### src/rtl/mem_bus_arbiter.sv
// rtl/mem_bus_arbiter.sv - two-master round-robin arbiter onto a single ready-handshake slave
// Optional slave watchdog: define MEM_BUS_ARBITER_TIMEOUT_EN.
module mem_bus_arbiter #(
    parameter int AW      = 32,
    parameter int DW      = 32,
    parameter int TIMEOUT = 15
) (
    input  logic            clk,
    input  logic            reset,
    input  logic            m0_req,
    input  logic            m0_we,
    input  logic [DW/8-1:0] m0_be,
    input  logic [AW-1:0]   m0_addr,
    input  logic [DW-1:0]   m0_wdata,
    output logic [DW-1:0]   m0_rdata,
    output logic            m0_ack,
    output logic            m0_err,
    input  logic            m1_req,
    input  logic            m1_we,
    input  logic [DW/8-1:0] m1_be,
    input  logic [AW-1:0]   m1_addr,
    input  logic [DW-1:0]   m1_wdata,
    output logic [DW-1:0]   m1_rdata,
    output logic            m1_ack,
    output logic            m1_err,
    output logic            s_req,
    output logic            s_we,
    output logic [DW/8-1:0] s_be,
    output logic [AW-1:0]   s_addr,
    output logic [DW-1:0]   s_wdata,
    input  logic [DW-1:0]   s_rdata,
    input  logic            s_ready,
    output logic            busy
);

    localparam int BW = DW / 8;

    if (TIMEOUT < 1 || TIMEOUT > 255) begin : g_bad_timeout
        $error("mem_bus_arbiter: TIMEOUT out of range 1..255");
    end

    typedef enum logic [1:0] {IDLE, BUSY, RESP} state_t;

    state_t          state_q, state_d;
    logic            grant_q, grant_d;
    logic            last_grant_q, last_grant_d;
    logic            s_req_q, s_req_d;
    logic            s_we_q, s_we_d;
    logic [BW-1:0]   s_be_q, s_be_d;
    logic [AW-1:0]   s_addr_q, s_addr_d;
    logic [DW-1:0]   s_wdata_q, s_wdata_d;
    logic [DW-1:0]   m0_rdata_q, m0_rdata_d;
    logic [DW-1:0]   m1_rdata_q, m1_rdata_d;
    logic            m0_ack_q, m0_ack_d;
    logic            m1_ack_q, m1_ack_d;
    logic            busy_q, busy_d;
    logic            sel;
`ifdef MEM_BUS_ARBITER_TIMEOUT_EN
    localparam logic [7:0] CNT_LAST = 8'(TIMEOUT - 1);
    logic [7:0]      cnt_q, cnt_d;
    logic            m0_err_q, m0_err_d;
    logic            m1_err_q, m1_err_d;
`endif

    always_ff @(posedge clk or posedge reset) begin
        if (reset) begin
            state_q      <= IDLE;
            grant_q      <= 1'b0;
            last_grant_q <= 1'b1;
            s_req_q      <= 1'b0;
            s_we_q       <= 1'b0;
            s_be_q       <= '0;
            s_addr_q     <= '0;
            s_wdata_q    <= '0;
            m0_rdata_q   <= '0;
            m1_rdata_q   <= '0;
            m0_ack_q     <= 1'b0;
            m1_ack_q     <= 1'b0;
            busy_q       <= 1'b0;
`ifdef MEM_BUS_ARBITER_TIMEOUT_EN
            cnt_q        <= '0;
            m0_err_q     <= 1'b0;
            m1_err_q     <= 1'b0;
`endif
        end else begin
            state_q      <= state_d;
            grant_q      <= grant_d;
            last_grant_q <= last_grant_d;
            s_req_q      <= s_req_d;
            s_we_q       <= s_we_d;
            s_be_q       <= s_be_d;
            s_addr_q     <= s_addr_d;
            s_wdata_q    <= s_wdata_d;
            m0_rdata_q   <= m0_rdata_d;
            m1_rdata_q   <= m1_rdata_d;
            m0_ack_q     <= m0_ack_d;
            m1_ack_q     <= m1_ack_d;
            busy_q       <= busy_d;
`ifdef MEM_BUS_ARBITER_TIMEOUT_EN
            cnt_q        <= cnt_d;
            m0_err_q     <= m0_err_d;
            m1_err_q     <= m1_err_d;
`endif
        end
    end

    always_comb begin
        state_d      = state_q;
        grant_d      = grant_q;
        last_grant_d = last_grant_q;
        s_req_d      = s_req_q;
        s_we_d       = s_we_q;
        s_be_d       = s_be_q;
        s_addr_d     = s_addr_q;
        s_wdata_d    = s_wdata_q;
        m0_rdata_d   = m0_rdata_q;
        m1_rdata_d   = m1_rdata_q;
        m0_ack_d     = 1'b0;
        m1_ack_d     = 1'b0;
        // On a tie, master 1 wins only if master 0 was granted last.
        sel          = m1_req && (!m0_req || !last_grant_q);
`ifdef MEM_BUS_ARBITER_TIMEOUT_EN
        cnt_d        = cnt_q;
        m0_err_d     = 1'b0;
        m1_err_d     = 1'b0;
`endif
        case (state_q)
            IDLE: begin
                if (m0_req || m1_req) begin
                    grant_d      = sel;
                    last_grant_d = sel;
                    s_req_d      = 1'b1;
                    s_we_d       = sel ? m1_we    : m0_we;
                    s_be_d       = sel ? m1_be    : m0_be;
                    s_addr_d     = sel ? m1_addr  : m0_addr;
                    s_wdata_d    = sel ? m1_wdata : m0_wdata;
                    state_d      = BUSY;
`ifdef MEM_BUS_ARBITER_TIMEOUT_EN
                    cnt_d        = '0;
`endif
                end
            end
            BUSY: begin
                if (s_ready) begin
                    if (grant_q) begin
                        m1_rdata_d = s_rdata;
                        m1_ack_d   = 1'b1;
                    end else begin
                        m0_rdata_d = s_rdata;
                        m0_ack_d   = 1'b1;
                    end
                    s_req_d = 1'b0;
                    state_d = RESP;
                end else begin
`ifdef MEM_BUS_ARBITER_TIMEOUT_EN
                    if (cnt_q == CNT_LAST) begin
                        m0_ack_d = !grant_q;
                        m0_err_d = !grant_q;
                        m1_ack_d = grant_q;
                        m1_err_d = grant_q;
                        s_req_d  = 1'b0;
                        state_d  = RESP;
                    end else begin
                        cnt_d = cnt_q + 8'd1;
                    end
`endif
                end
            end
            RESP:    state_d = IDLE;
            default: state_d = IDLE;
        endcase
        busy_d = (state_d != IDLE);
    end

    assign s_req    = s_req_q;
    assign s_we     = s_we_q;
    assign s_be     = s_be_q;
    assign s_addr   = s_addr_q;
    assign s_wdata  = s_wdata_q;
    assign m0_rdata = m0_rdata_q;
    assign m1_rdata = m1_rdata_q;
    assign m0_ack   = m0_ack_q;
    assign m1_ack   = m1_ack_q;
    assign busy     = busy_q;
`ifdef MEM_BUS_ARBITER_TIMEOUT_EN
    assign m0_err   = m0_err_q;
    assign m1_err   = m1_err_q;
`else
    assign m0_err   = 1'b0;
    assign m1_err   = 1'b0;
`endif

endmodule

### config.mk
export PLATFORM = sky130hd
export DESIGN_NAME = mem_bus_arbiter
export DESIGN_NICKNAME = d
export VERILOG_FILES = /design/src/rtl/mem_bus_arbiter.sv
export SDC_FILE = /design/constraint.sdc
export NUM_CORES = 1
export LEC_CHECK = 0
export ABC_AREA = 1
export CAP_MARGIN = 5
export CORE_MARGIN = 2
export CORE_UTILIZATION = 41
export DETAILED_ROUTE_END_ITERATION = 8
export PLACE_DENSITY = 0.85
export SKIP_CTS_REPAIR_TIMING = 1
export SLEW_MARGIN = 25
export SYNTH_ARGS = -nofsm -noshare
export SYNTH_HDL_FRONTEND = slang
export SYNTH_SLANG_ARGS = --single-unit
### constraint.sdc
create_clock -name clk -period 5.6 [get_ports clk]
set_input_delay 0.84 -clock clk [delete_from_list [all_inputs] [get_ports clk]]
set_output_delay 0.84 -clock clk [all_outputs]
set_load 0.02 [all_outputs]
Word-level counts from Yosys, hierarchy flattened
Index checks and enable logic that the tools add are counted.

Flip-flop bits (word level): 141. Latch bits: 0. Memory bits (writable): 0. Memory bits (read-only): 0. Bits of input ports: 175. Output and inout bits: 139. Word-level logic and storage cells: 45. Memories kept: 0.

$add $sub $neg: 0. Multipliers: 0. Div/mod/pow operators: 0. Magnitude comparators: 0. Eq/ne operators: 3. Shifts and indexed selects: 0. Muxes and demuxes: 16. Bitwise operators: 1. Reduce and logical (&&, ||, !) cells: 12.

Operators by type and width (number): 32-bit 2-to-1 mux (2); 1-bit 2-to-1 mux (9); 3-bit AND reduction (3); 2-bit 2-to-1 mux (2); 4-bit 2-to-1 mux (1); 2-bit inequality test, second input constant (2); 2-bit case mux with 2 select lines (1); 2-bit nonzero test (2); 2-bit by 1-bit == test with 1-bit output, second input constant (1); 1-bit logical NOT (2); 2-bit logical NOT (1); 1-bit logical OR (2); 1-bit case mux with 2 select lines (1); 2-bit AND reduction (1); 1-bit logical AND (1); 1-bit inverter (1).

Depth between registers and ports, before layout
Depth in word-level cells: 4. Mapped depth: 8. Mapped depth without buffers: 6.

Worst setup path after synthesis
No wires, ideal clock.

Path type: input -> register. Start: in m1_req. End: reg s_wdata_q[0] (netlist: s_wdata[0]). Library setup time: 0.118 ns. Data arrival time: 1.583 ns. Required time: 5.482 ns. Path slack: 3.900 ns. Cell stages on the path: 8. Buffers on the path: 3. Path through: buf_4 nor2_2 nor2_4 inv_2 buf_6 buf_2 nand2_1 nand2_1.

Longest elaborated chain between the ends: 2. Elaborated cells between the ends (all ways): 4. Those cells by class: mux (1); reduce/logical (3).

RTL lines: start, declared (RTL line 18) `input logic m1_req,`; 1-bit logical AND / 1-bit logical OR (equally long branches) (RTL line 121, 129); 32-bit 2-to-1 mux / 2-bit AND reduction (equally long branches); end signal, assigned (RTL line 93) `s_wdata_q <= s_wdata_d;`; end, declared (RTL line 51) `logic [DW-1:0] s_wdata_q, s_wdata_d;`.

Parallel ways exist; a longest one is shown, timed or not. A chain may end at the register's enable or synchronous reset.

Final worst setup path
Start: in m1_req. End: reg s_addr_q[18] (netlist: s_addr[18]).

Longest elaborated chain between the ends: 2. Elaborated cells between the ends (all ways): 4. Those cells by class: mux (1); reduce/logical (3).

RTL lines: 1-bit logical AND / 1-bit logical OR (equally long branches) (RTL line 121, 129); 32-bit 2-to-1 mux / 2-bit AND reduction (equally long branches); end signal, assigned (RTL line 92) `s_addr_q <= s_addr_d;`; end, declared (RTL line 50) `logic [AW-1:0] s_addr_q, s_addr_d;`.

Parallel ways exist; a longest one is shown, timed or not.

==> run metrics <==
drc violations=0; P_leak=5.38 nW; Pre-antenna DRT Iters=5; RSZ-0062 raised after global routing=no; Area after DPL=9760 um2; Logic pwr share=48.0%; largest net degree at the start of global routing=97; crit-path cells=buf_2 > buf_4 > nor2_2 > nor2_4 > buf_4 > nand3_1 > nand2_1; placed cell count=1346; sequential area share after synthesis=53.5%; CP dominant cell by count=buf_4; Critical Path Source Type=input port; cell accounting for the most synthesized area=dfrtp_1; Crit Path Category=input port to flip-flop; Tot GR Track Use=23.2%; crit path time final=2390 ps; Critical Path Sink=s_addr[18]; Slew Limit Fails=0; via count=6458; asr flop ratio synth=100%; Port Buffers=311; slowest stage delay, CP=600 ps; count of unique library cells instantiated by Yosys=19; Finished Cell Area=10400 um2; initial core utilization=41.7%; CP Data Required Time=5950 ps; DR WL/cell=14.3 um; Worst Reg2Reg Path Length in Cells=6; clk root buf=clkbuf_16; critical-path cell with the highest stage delay=buf_4; DPL Wire Length=13900 um; Antenna Nets Post-Route=0; grt ovf=0; Net Sw Frac=40.2%; commonest cells in the netlist=nand2_1 (280), inv_1 (175), dfrtp_1 (140); Worst IR Drop VDD=267 uV; crit path max fanout=72; WP data arrival=2740 ps; CTS tree=done; Worst Skew=6.11 ps; P_sw=0.00227 W; H-tree levels=4; Synth area leaders=dfrtp_1 (53%), nand2_1 (16%), nand3_1 (11%), inv_1 (10%), o21ai_1 (4.9%); Fmax=0.418 GHz; Final Hold Fails=0; ant diodes=0; fill cell count=1291; clock buffers created by TritonCTS=17; Primary FF master, synth=dfrtp_1; synthesized area per cell=7.63 um2; Area Overhead vs Synth=57.2%; setup TNS=0 ps; final WL=19700 um; origin of the worst setup path=m1_req; initial drt markers=323; total core area=15800 um2; vias per cell=4.69; number of synthesized flops with an enable pin=0; Hold WC Path Type=flip-flop to flip-flop; FF-to-FF Start=last_grant_q; clk sinks=141; Layout Cells excl Fill=1378; outcome=finished clean; die width=131 um; share of power burned in registers=31.7%; final period utilization=42.7%; reg-to-reg slack, setup=3830 ps; most frequent cell after synthesis=nand2_1; first-pass GRT wire length=30500 um; Crit. End Element=flip-flop; Final GP Congestion=0.864; endpoints failing setup=0; Clk pwr share=20.3%; Int Power=0.00338 W; Worst-path clk slew=60 ps; worst reg2reg endpoint=s_wdata[28]; flops & latches, synth=141; share of cells above drive strength 1=4.22%; Max-Cap Viols=0; relative slew slack=42.9%; vias in the first global route=6213; CTS Buffer Depth=2; Gate Count Post-Synth=865; Worst Max-Slew Pin Slew=857 ps; post-synth top area share=53.1%; IO Count=314; yosys warns=0; # rows=46; clock latency at the later pin of the worst-skew pair=410 ps; DIE AREA=17100 um2; layout net count=1324; initial antenna violation count=0; Die Ht=131 um; cell area power density=545 nW/um2; synthesized area=6600 um2
-- state kept, by name, indices dropped and copies added (netlist names) --
register,flops
state_q,2
m1_rdata,32
last_grant_q,1
s_wdata,32
grant_q,1
busy,1
m0_ack,1
s_be,4
m0_rdata,32
s_we,1
s_addr,32
m1_ack,1
s_req,1
-- how the worst min path moves through the flow --
stage,startpoint,end,slack [ps],cells after the start
after CTS,last_grant_q,last_grant_q,480,2
after global placement,s_wdata[3],s_wdata[3],460,2
final,s_wdata[13],s_wdata[13],480,2
after global routing,s_wdata[23],s_wdata[23],500,2
after detailed placement,s_addr[30],s_addr[30],460,2
after floorplan,last_grant_q,last_grant_q,450,2
-- layer usage --
metal / global-route usage (%) / wire, um / up-vias
li1: - / - / 3181
met1: 26.5 / 7500 / 2934
met2: 39.0 / 9380 / 298
met3: 7.86 / 2020 / 45
met4: 11.5 / 783 / 0
met5: 0 / 0 / -
-- power groups by stage --
stage | Combinational [W] | Sequential (W) | Clock (W)
after CTS | 0.00274 | 0.00179 | 0.00117
final | 0.00271 | 0.00179 | 0.00115
after detailed placement | 0.00272 | 0.00178 | 0
after global routing | 0.00295 | 0.00184 | 0.00121
after floorplan | 0.000850 | 0.00234 | 0
after global placement | 0.00266 | 0.00178 | 0
-- cell usage in the layout (no fill, tap or decap) --
master	n
clkdlybuf4s50_1	310
nand2_1	278
inv_1	174
dfrtp_1	140
nand3_1	139
o21ai_1	65
clkbuf_16	17
inv_6	6
buf_4	6
clkinvlp_4	4
nor2_1	3
inv_8	3
inv_2	2
nand2_2	2
conb_1	2
bufinv_16	2
nand4_1	1
nand2_4	1
nor2_2	1
nor2_4	1
inv_4	1
o21ai_0	1
clkinv_4	1
buf_2	1
dfstp_2	1
-- layout make-up --
cell class	count	area, um2	share of cell area [%]
multi-input cells	494	2140	20.6
repair buffers	317	3150	30.4
clock inverters	15	176	1.70
well taps	216	270	2.61
inverters	178	676	6.52
clock buffers	17	425	4.10
flip-flops and latches	141	3530	34.0
-- worst max-delay path, delay by kind of cell --
kind | cells | cell delay (ps)
buffers and inverters | 3 | 1270
AND/OR/NAND/NOR | 4 | 570
-- stage by stage --
stage	worst slack (ps)	util, %	total power [W]	hold WS [ps]
2_1_floorplan	980	-	0.00319	454
3_3_place_gp	2810	61.6	0.00444	462
3_5_place_dp	2800	61.7	0.00450	464
4_1_cts	3250	65.5	0.00569	479
5_1_grt	3050	65.5	0.00600	495
6_report	3210	65.5	0.00565	478
-- cells by family (layout without fill, tap and decap cells) --
group           Yosys count  in the layout  share of synthesized area (%)
other cells               1              2                         0.0568
simple gates            426            426                           27.1
compound gates           66             66                           5.01
buf+inv                 231            527                           14.3
flops                   141            141                           53.5
(Power assumes the default switching activity.)
